## src/rtl/apb_ucpd_debounce.sv

```systemverilog
// ---------------------------------------------------------------------------
// apb_ucpd_debounce
// Multi-channel input debouncer with a shared microsecond prescaler and
// sample divider. A channel accepts a new level once det_cnt consecutive
// samples (minimum 1) disagree with its current debounced output.
// A single matching sample clears the partial count.
//
// Optional feature macro: UCPD_DEBOUNCE_SYNC_EN
//   defined   -> each din bit passes a 2-flop synchronizer (+2 cycles latency)
//   undefined -> din is sampled directly
// ---------------------------------------------------------------------------
module apb_ucpd_debounce #(
    parameter int NCH   = 4,
    parameter int CNT_W = 8
) (
    input  logic             ic_clk,
    input  logic             ic_rst,
    input  logic [5:0]       clk_freq,
    input  logic [9:0]       det_us,
    input  logic [CNT_W-1:0] det_cnt,
    input  logic [NCH-1:0]   ch_en,
    input  logic [NCH-1:0]   din,
    output logic [NCH-1:0]   dout,
    output logic [NCH-1:0]   rise,
    output logic [NCH-1:0]   fall,
    output logic [NCH-1:0]   busy
);

    // Shared timebase
    logic [5:0]       presc_r;
    logic [9:0]       div_r;
    logic [5:0]       presc_term_s;
    logic [9:0]       div_term_s;
    logic             us_tick_s;
    logic             sample_tick_s;

    // Per-channel state
    logic [NCH-1:0]   x_s;
    logic [CNT_W-1:0] eff_s;
    logic [CNT_W-1:0] cnt_r     [NCH];
    logic [CNT_W-1:0] cnt_nxt_s [NCH];
    logic [NCH-1:0]   dout_r;
    logic [NCH-1:0]   rise_r;
    logic [NCH-1:0]   fall_r;
    logic [NCH-1:0]   busy_r;
    logic [NCH-1:0]   dout_nxt_s;
    logic [NCH-1:0]   rise_nxt_s;
    logic [NCH-1:0]   fall_nxt_s;
    logic [NCH-1:0]   busy_nxt_s;

`ifdef UCPD_DEBOUNCE_SYNC_EN
    logic [NCH-1:0]   sync1_r;
    logic [NCH-1:0]   sync2_r;

    // Two-flop synchronizer on the raw channel inputs
    always_ff @(posedge ic_clk) begin
        if (ic_rst) begin
            sync1_r <= '0;
            sync2_r <= '0;
        end else begin
            sync1_r <= din;
            sync2_r <= sync1_r;
        end
    end

    assign x_s = sync2_r;
`else
    assign x_s = din;
`endif

    // Terminal counts; a zero setting behaves like one (tick every step).
    // Equality compare lets a count above a lowered terminal run on and wrap.
    always_comb begin
        presc_term_s  = 6'd0;
        div_term_s    = 10'd0;
        if (clk_freq == 6'd0) begin
            presc_term_s = 6'd0;
        end else begin
            presc_term_s = clk_freq - 6'd1;
        end
        if (det_us == 10'd0) begin
            div_term_s = 10'd0;
        end else begin
            div_term_s = det_us - 10'd1;
        end
        us_tick_s     = (presc_r == presc_term_s);
        sample_tick_s = us_tick_s && (div_r == div_term_s);
    end

    // Free-running us prescaler and sample divider shared by all channels
    always_ff @(posedge ic_clk) begin
        if (ic_rst) begin
            presc_r <= 6'd0;
            div_r   <= 10'd0;
        end else begin
            if (us_tick_s) begin
                presc_r <= 6'd0;
                if (sample_tick_s) begin
                    div_r <= 10'd0;
                end else begin
                    div_r <= div_r + 10'd1;
                end
            end else begin
                presc_r <= presc_r + 6'd1;
                div_r   <= div_r;
            end
        end
    end

    // Effective required sample count: det_cnt of zero acts as one
    always_comb begin
        eff_s = det_cnt;
        if (det_cnt == {CNT_W{1'b0}}) begin
            eff_s = CNT_W'(1);
        end else begin
            eff_s = det_cnt;
        end
    end

    // Per-channel accept / count / reject decision
    always_comb begin
        logic [CNT_W:0] run_v;
        run_v      = '0;
        dout_nxt_s = dout_r;
        rise_nxt_s = '0;
        fall_nxt_s = '0;
        busy_nxt_s = '0;
        for (int i = 0; i < NCH; i++) begin
            cnt_nxt_s[i] = cnt_r[i];
            run_v        = {1'b0, cnt_r[i]} + {{CNT_W{1'b0}}, 1'b1};
            if (!ch_en[i]) begin
                cnt_nxt_s[i] = '0;
            end else if (sample_tick_s) begin
                if (x_s[i] != dout_r[i]) begin
                    if (run_v >= {1'b0, eff_s}) begin
                        dout_nxt_s[i] = x_s[i];
                        rise_nxt_s[i] = x_s[i];
                        fall_nxt_s[i] = ~x_s[i];
                        cnt_nxt_s[i]  = '0;
                    end else begin
                        cnt_nxt_s[i] = run_v[CNT_W-1:0];
                    end
                end else begin
                    cnt_nxt_s[i] = '0;
                end
            end else begin
                cnt_nxt_s[i] = cnt_r[i];
            end
            busy_nxt_s[i] = (cnt_nxt_s[i] != {CNT_W{1'b0}});
        end
    end

    // Channel state and registered outputs
    always_ff @(posedge ic_clk) begin
        if (ic_rst) begin
            dout_r <= '0;
            rise_r <= '0;
            fall_r <= '0;
            busy_r <= '0;
            for (int i = 0; i < NCH; i++) begin
                cnt_r[i] <= '0;
            end
        end else begin
            dout_r <= dout_nxt_s;
            rise_r <= rise_nxt_s;
            fall_r <= fall_nxt_s;
            busy_r <= busy_nxt_s;
            for (int i = 0; i < NCH; i++) begin
                cnt_r[i] <= cnt_nxt_s[i];
            end
        end
    end

    assign dout = dout_r;
    assign rise = rise_r;
    assign fall = fall_r;
    assign busy = busy_r;

endmodule
```

## config.mk

```make
export PLATFORM = sky130hd
export DESIGN_NAME = apb_ucpd_debounce
export DESIGN_NICKNAME = d
export VERILOG_FILES = /design/src/rtl/apb_ucpd_debounce.sv
export SDC_FILE = /design/constraint.sdc
export NUM_CORES = 1
export LEC_CHECK = 0
export ABC_AREA = 1
export ABC_CLOCK_PERIOD_IN_PS = 3000
export CAP_MARGIN = 0
export CORE_ASPECT_RATIO = 1.5
export CORE_MARGIN = 2
export CORE_UTILIZATION = 41
export DETAILED_ROUTE_END_ITERATION = 8
export GPL_ROUTABILITY_DRIVEN = 0
export GPL_TIMING_DRIVEN = 1
export PLACE_DENSITY = 0.66
export SYNTH_ARGS = -nofsm -noshare
export SYNTH_HDL_FRONTEND = slang
export SYNTH_SLANG_ARGS = --single-unit
```

## constraint.sdc

```tcl
create_clock -name ic_clk -period 3 [get_ports ic_clk]
set_input_delay 0.75 -clock ic_clk [delete_from_list [all_inputs] [get_ports ic_clk]]
set_output_delay 0.75 -clock ic_clk [all_outputs]
set_load 0.05 [all_outputs]
```

==> qor.yml, run 1 <==
status: "complete, no violations"
setup_violations: 0
antenna_found_initial: 0
tritoncts: "built"
use_met3_pct: 2.75
grt_util_met2_pct: 39.9
grt_pass1_wl_um: 20700
fin_util_pct: 60.6
cts_made_buffers: 9
grt_max_degree: 37
cp-start-kind: "flip-flop"
reg2reg_depth: 19
dpl_cell_area_um2: 6060
seq_area_frac_synth_pct: 26.5
final_area_um2: 6960
holdCritPathClass: "reg -> reg"
hold_violations: 0
path_max_fanout: 8
syn_to_final_growth_pct: 44.1
drtAntennaViolNets: 0
postCtsHoldBufs: 0
holdWs_ps: 477
rows: 48
arrival_ps: 3120
post-route-min-period_ps: 2850
synth.distinct_cells: 31
finalWirelength_um: 13500
grt_pass1_vias: 4725
synthCells: 774
drc: 0
num_vias: 5222
root_buffer: "clkbuf_16"
synth_fp_nets: 844
skew_ps: 6.31
grt_overflow: 0
slew_violations: 0
ys_warn_count: 0
num_antenna_cells: 0
first_pass_iters: 4
cp_data_required_time_ps: 3270
ys_ff_latch: 64
tns_ps: 0
power_density_nw_per_um2: 311
initial_utilization_pct: 42.1
wl_per_cell_um: 12.7
die_w_um: 92.6
post-route-period-util_pct: 94.9
avgSynthCellArea_um2: 6.24
place_hpwl_um: 9650
fmax_ghz: 0.351
min_path_cells: 2
grt_use_total_pct: 20.5
syn-cell-area_um2: 4830
cts_max_path_buffers: 2
clock-sinks: 64
slew_headroom_pct: 56.0
first_iter_violations: 202
instances_no_fill: 1064
nets: 979
drive_gt1_share_pct: 22.6
htreeDepth: 3
worst_pin_slew_ps: 658
clock_latency_ps: 340
ios: 50
crit_path_end_kind: "flip-flop"
vias_per_cell: 4.91
use_met1_pct: 21.9
place_inst: 1032
crit_type: "reg -> reg"
vdd_ir_drop_max_v: 0.000254
clk_pin_slew_worst_paths_ps: 50
p_leak_nw: 3.50
dieArea_um2: 12700
grt.busiest_layer: "met2"
die_h_um: 137
maxCapViolCount: 0
core_um2: 11500
portBuffers: 49
## metal layers
layer	wire length, µm	vias up
met1	5600	2324
met5	0	-
met4	344	0
met3	422	29
li1	-	2751
met2	7160	118
## cell families after synthesis
group                    after synthesis  synth area share (%)
AND/OR/NAND/NOR                      469                  42.6
adder cells (fa/ha/maj)               36                  9.33
XOR/XNOR                              32                  5.80
AO/OA/AOI/OAI                         36                  4.22
buffers and inverters                137                  11.5
flip-flops                            64                  26.5
## synth_stat cells
cell type | number | share of area [%]
nor2_1 | 102 | 7.9
dfxtp_1 | 64 | 27
and3b_1 | 1 | 0.18
buf_6 | 4 | 0.93
a21oi_1 | 20 | 2.1
nor3_1 | 12 | 1.2
nand4_1 | 22 | 2.9
inv_2 | 7 | 0.54
nand3_2 | 2 | 0.41
xnor2_1 | 3 | 0.54
o22ai_1 | 1 | 0.13
clkbuf_1 | 7 | 0.54
nand2_4 | 1 | 0.23
nand2_2 | 2 | 0.26
a41o_1 | 1 | 0.21
clkinv_1 | 2 | 0.16
a31o_2 | 4 | 0.73
o21ai_0 | 6 | 0.62
nand3b_1 | 2 | 0.31
nand2_1 | 196 | 15
nor2_2 | 3 | 0.39
xor2_1 | 29 | 5.3
nor2_4 | 2 | 0.47
nor4_1 | 2 | 0.26
a21o_1 | 1 | 0.16
nor3b_1 | 4 | 0.62
ha_1 | 36 | 9.3
nand3_1 | 118 | 12
buf_2 | 8 | 0.83
inv_1 | 109 | 8.5
o21ai_1 | 3 | 0.31
## power by group
group,switching [mW],internal (mW),total [mW]
clock,0.398,0.642,1.04
sequential,0.00433,0.852,0.856
combinational,0.147,0.123,0.269
## sequential cells by signal, summed over array words and instances (netlist names)
| signal | cells |
|---|---|
| div_r | 10 |
| fall | 4 |
| rise | 4 |
| cnt_r | 32 |
| busy | 4 |
| dout | 4 |
| presc_r | 6 |
## cells in the final DEF, fill, tap and decap left out, drive strengths merged, types with 2 or more instances in the layout
cell type / netlist / routed
clkinv: 2 / 6
a21oi: 20 / 20
nand3b: 2 / 2
inv: 116 / 116
nand2: 199 / 199
clkdlybuf4s50: 0 / 39
nand3: 120 / 121
nor3b: 4 / 4
xor2: 29 / 29
o21ai: 9 / 9
buf: 12 / 89
a31o: 4 / 4
ha: 36 / 36
nor2: 107 / 107
clkinvlp: 0 / 2
xnor2: 3 / 3
nor3: 12 / 12
nand4: 22 / 22
nor4: 2 / 2
dfxtp: 64 / 64
clkbuf: 7 / 13
dlymetal6s2s: 0 / 10
## worst max-delay path, cell delays in order, from the launching register on
cell	delay [ps]
dfxtp_4	370
ha_4	150
nand3_4	100
nor3_4	240
xor2_1	180
inv_1	90
ha_1	310
a21o_1	200
a21oi_2	110
nand2_1	60
nor2_1	80
nand2_1	70
nor2_1	110
buf_4	160
nand2_1	60
nand3_1	100
nand3_1	120
nand2_2	90
nor2_2	30
a21oi_1	120
## worst paths after layout
path,from,to,slack (ps)
worst max-delay path,cnt_r[3][0],busy[3],150
worst min-delay path,div_r[9],div_r[9],480
worst max register to register,cnt_r[3][0],busy[3],150
worst min register to register,div_r[9],div_r[9],480
## layout make-up
type                    instances  area [µm²]
clock buffers                   9         225
inverters                     118         443
clock inverters                 7        72.6
repair buffers                142        1370
fillers                      1077        4520
multi-input cells             574        3370
flip-flops and latches         64        1290
well taps                     150         188
## stage by stage
step	worst slack, ps	power (mW)
floorplan	303	0.999
global placement	-332	1.12
detailed placement	-367	1.12
CTS	12.8	2.17
global route	-86.6	2.26
finish	152	2.17
## timing repair
action | 4_1_cts | 5_1_grt
setup buffers | 0 | 12
gates resized for setup | 2 | 107
pin swaps | 1 | 36
hold endpoints to repair | 0 | 0
cloned | 0 | 5
setup endpoints to repair | 4 | 57
Note: power is estimated with default switching activity, not from simulation.
==> run 2, diff against run 1 <==
--- a/config.mk
+++ b/config.mk
@@ -14,7 +14,9 @@
 export DETAILED_ROUTE_END_ITERATION = 8
 export GPL_ROUTABILITY_DRIVEN = 0
 export GPL_TIMING_DRIVEN = 1
+export HOLD_SLACK_MARGIN = 0.08
 export PLACE_DENSITY = 0.66
+export SETUP_SLACK_MARGIN = 0.3
 export SYNTH_ARGS = -nofsm -noshare
 export SYNTH_HDL_FRONTEND = slang
 export SYNTH_SLANG_ARGS = --single-unit
==> qor.yml, run 2 (same netlist as run 1, synthesis figures left out) <==
grt_overflow: 0
portBuffers: 49
crit_type: "reg -> reg"
clock_latency_ps: 340
fin_ws_ps: 145
skew_ps: 7.01
drive_gt1_share_pct: 38.0
final_area_um2: 7860
p_int_mw: 1.62
path_max_fanout: 8
root_buffer: "clkbuf_16"
dpl_cell_area_um2: 6060
antenna_found_initial: 0
ios: 50
arrival_ps: 3130
dp_slack_ps: -367
holdCritPathClass: "reg -> reg"
first_pass_iters: 5
largest_reg_flops: 32
vdd_ir_drop_max_v: 0.000278
worstReg2RegStart: "cnt_r[3][1]"
first_iter_violations: 335
num_vias: 5696
top_register: "cnt_r"
p_sw_share_pct: 26.5
rsz0062_at_grt: "yes"
finalWirelength_um: 16200
critPathCapture: "busy[3]"
tritoncts: "built"
die_h_um: 137
worst_pin_slew_ps: 661
clockPowerShare_pct: 47.5
grt_pass1_wl_um: 24200
htreeDepth: 3
seq_power_share_pct: 38.6
nets: 1014
syn_to_final_growth_pct: 62.7
cp-start-kind: "flip-flop"
mostFrequentLayoutCells: "160 x nand2_1, 99 x inv_1, 89 x buf_4"
p_comb_share_pct: 13.9
fill_cells: 904
critPathLaunch: "cnt_r[3][1]"
hold_violations: 0
postCtsHoldBufs: 0
p_switching_mw: 0.587
grt_max_degree: 37
vias_per_cell: 5.18
clock-sinks: 64
rows: 48
wl_per_cell_um: 14.8
maxCapViolCount: 0
setup_violations: 0
crit_path_end_kind: "flip-flop"
drc: 0
rr_endpoint: "busy[3]"
fmax_ghz: 0.350
p_leak_nw: 3.71
place_hpwl_um: 9650
reg2reg_slack_ps: 140
drtAntennaViolNets: 0
initial_utilization_pct: 42.1
dieArea_um2: 12700
final_common_cell: "nand2_1"
slew_headroom_pct: 55.8
post-route-period-util_pct: 95.2
cts_max_path_buffers: 2
cts_made_buffers: 9
cp_data_required_time_ps: 3270
clk_pin_slew_worst_paths_ps: 50
post-route-min-period_ps: 2860
grt_use_total_pct: 24.1
die_w_um: 92.6
power_density_nw_per_um2: 282
slew_violations: 0
grt_pass1_vias: 5358
reg2reg_depth: 19
status: "complete, no violations"
top_regs: "cnt_r x32, div_r x10, presc_r x6"
num_antenna_cells: 0
core_um2: 11500
-- run 2: cell types whose count changed in the layout (fill, tap and decap cells not counted), moves of 7 or more --
cell,previous run,this run
nor2_1,89,77
nor2_4,6,13
nand3_4,3,10
nand2_2,7,28
nand3_1,89,45
nand2_4,3,11
buf_16,0,7
nand2_1,188,160
clkdlybuf4s50_1,39,26
buf_4,81,89
nand3_2,29,67
clkbuf_2,0,10
buf_6,2,23
-- run 2: area by class of cell --
| class | instances | area, µm² | share of cell area (%) |
|---|---|---|---|
| timing repair buffer | 174 | 1680 | 21.4 |
| clock buffer | 9 | 225 | 2.87 |
| multi-input combinational | 576 | 3920 | 49.9 |
| clock inverter | 7 | 72.6 | 0.924 |
| tap | 150 | 188 | 2.39 |
| sequential | 64 | 1310 | 16.6 |
| timing repair inverter | 1 | 7.51 | 0.0956 |
| inverter | 118 | 458 | 5.83 |
-- run 2: worst min path at each step --
stage,to,from,cells after the start
finish,div_r[9],div_r[9],2
CTS,div_r[9],div_r[9],2
floorplan,presc_r[0],presc_r[0],1
detailed placement,div_r[9],div_r[9],2
global route,div_r[9],div_r[9],2
global placement,presc_r[0],presc_r[0],1
-- run 2: repair_timing --
action                                  in CTS  in global routing
resized for setup                          146                182
pin swaps                                   67                109
gates cloned                                 9                  3
buffers inserted                            30                  9
endpoints found under the setup margin      58                 58
-- run 2: critical path, stage by stage (launching register included) --
cell	delay, ps
dfxtp_4	390
ha_4	160
nand3_4	90
nor3_4	170
xor2_1	210
inv_1	120
ha_4	240
a21o_1	190
a21oi_2	110
nand2_1	70
nor2_1	120
nand2_1	100
nor2_2	140
buf_6	160
nand2_2	60
nand3_2	80
nand3_2	110
nand2_2	120
nor2_2	50
a21oi_2	100
-- run 2: metrics by stage --
step                      cells  TNS, ps  hold slack, ps  power, mW  utilization (%)
after floorplan             774        0             441      0.999                -
after global placement     1032   -13250             463       1.12             52.8
after detailed placement   1032   -14650             474       1.12             52.8
after CTS                  1087        0             483       2.19             62.8
after global routing       1099        0             504       2.30             68.5
final                      1099        0             477       2.21             68.5
-- run 2: power by group through the flow --
stage	Combinational, mW	Clock, mW	Sequential [mW]
after floorplan	0.122	0	0.876
after global placement	0.239	0	0.877
after detailed placement	0.240	0	0.877
after CTS	0.268	1.07	0.856
after global routing	0.339	1.11	0.854
final	0.307	1.05	0.854
-- run 2: metal layers --
layer	vias up	wire length [µm]	global-route usage, %
li1	2835	-	-
met1	2615	6000	25.2
met2	180	8740	46.4
met3	66	694	3.03
met4	0	800	12.4
met5	-	0	0
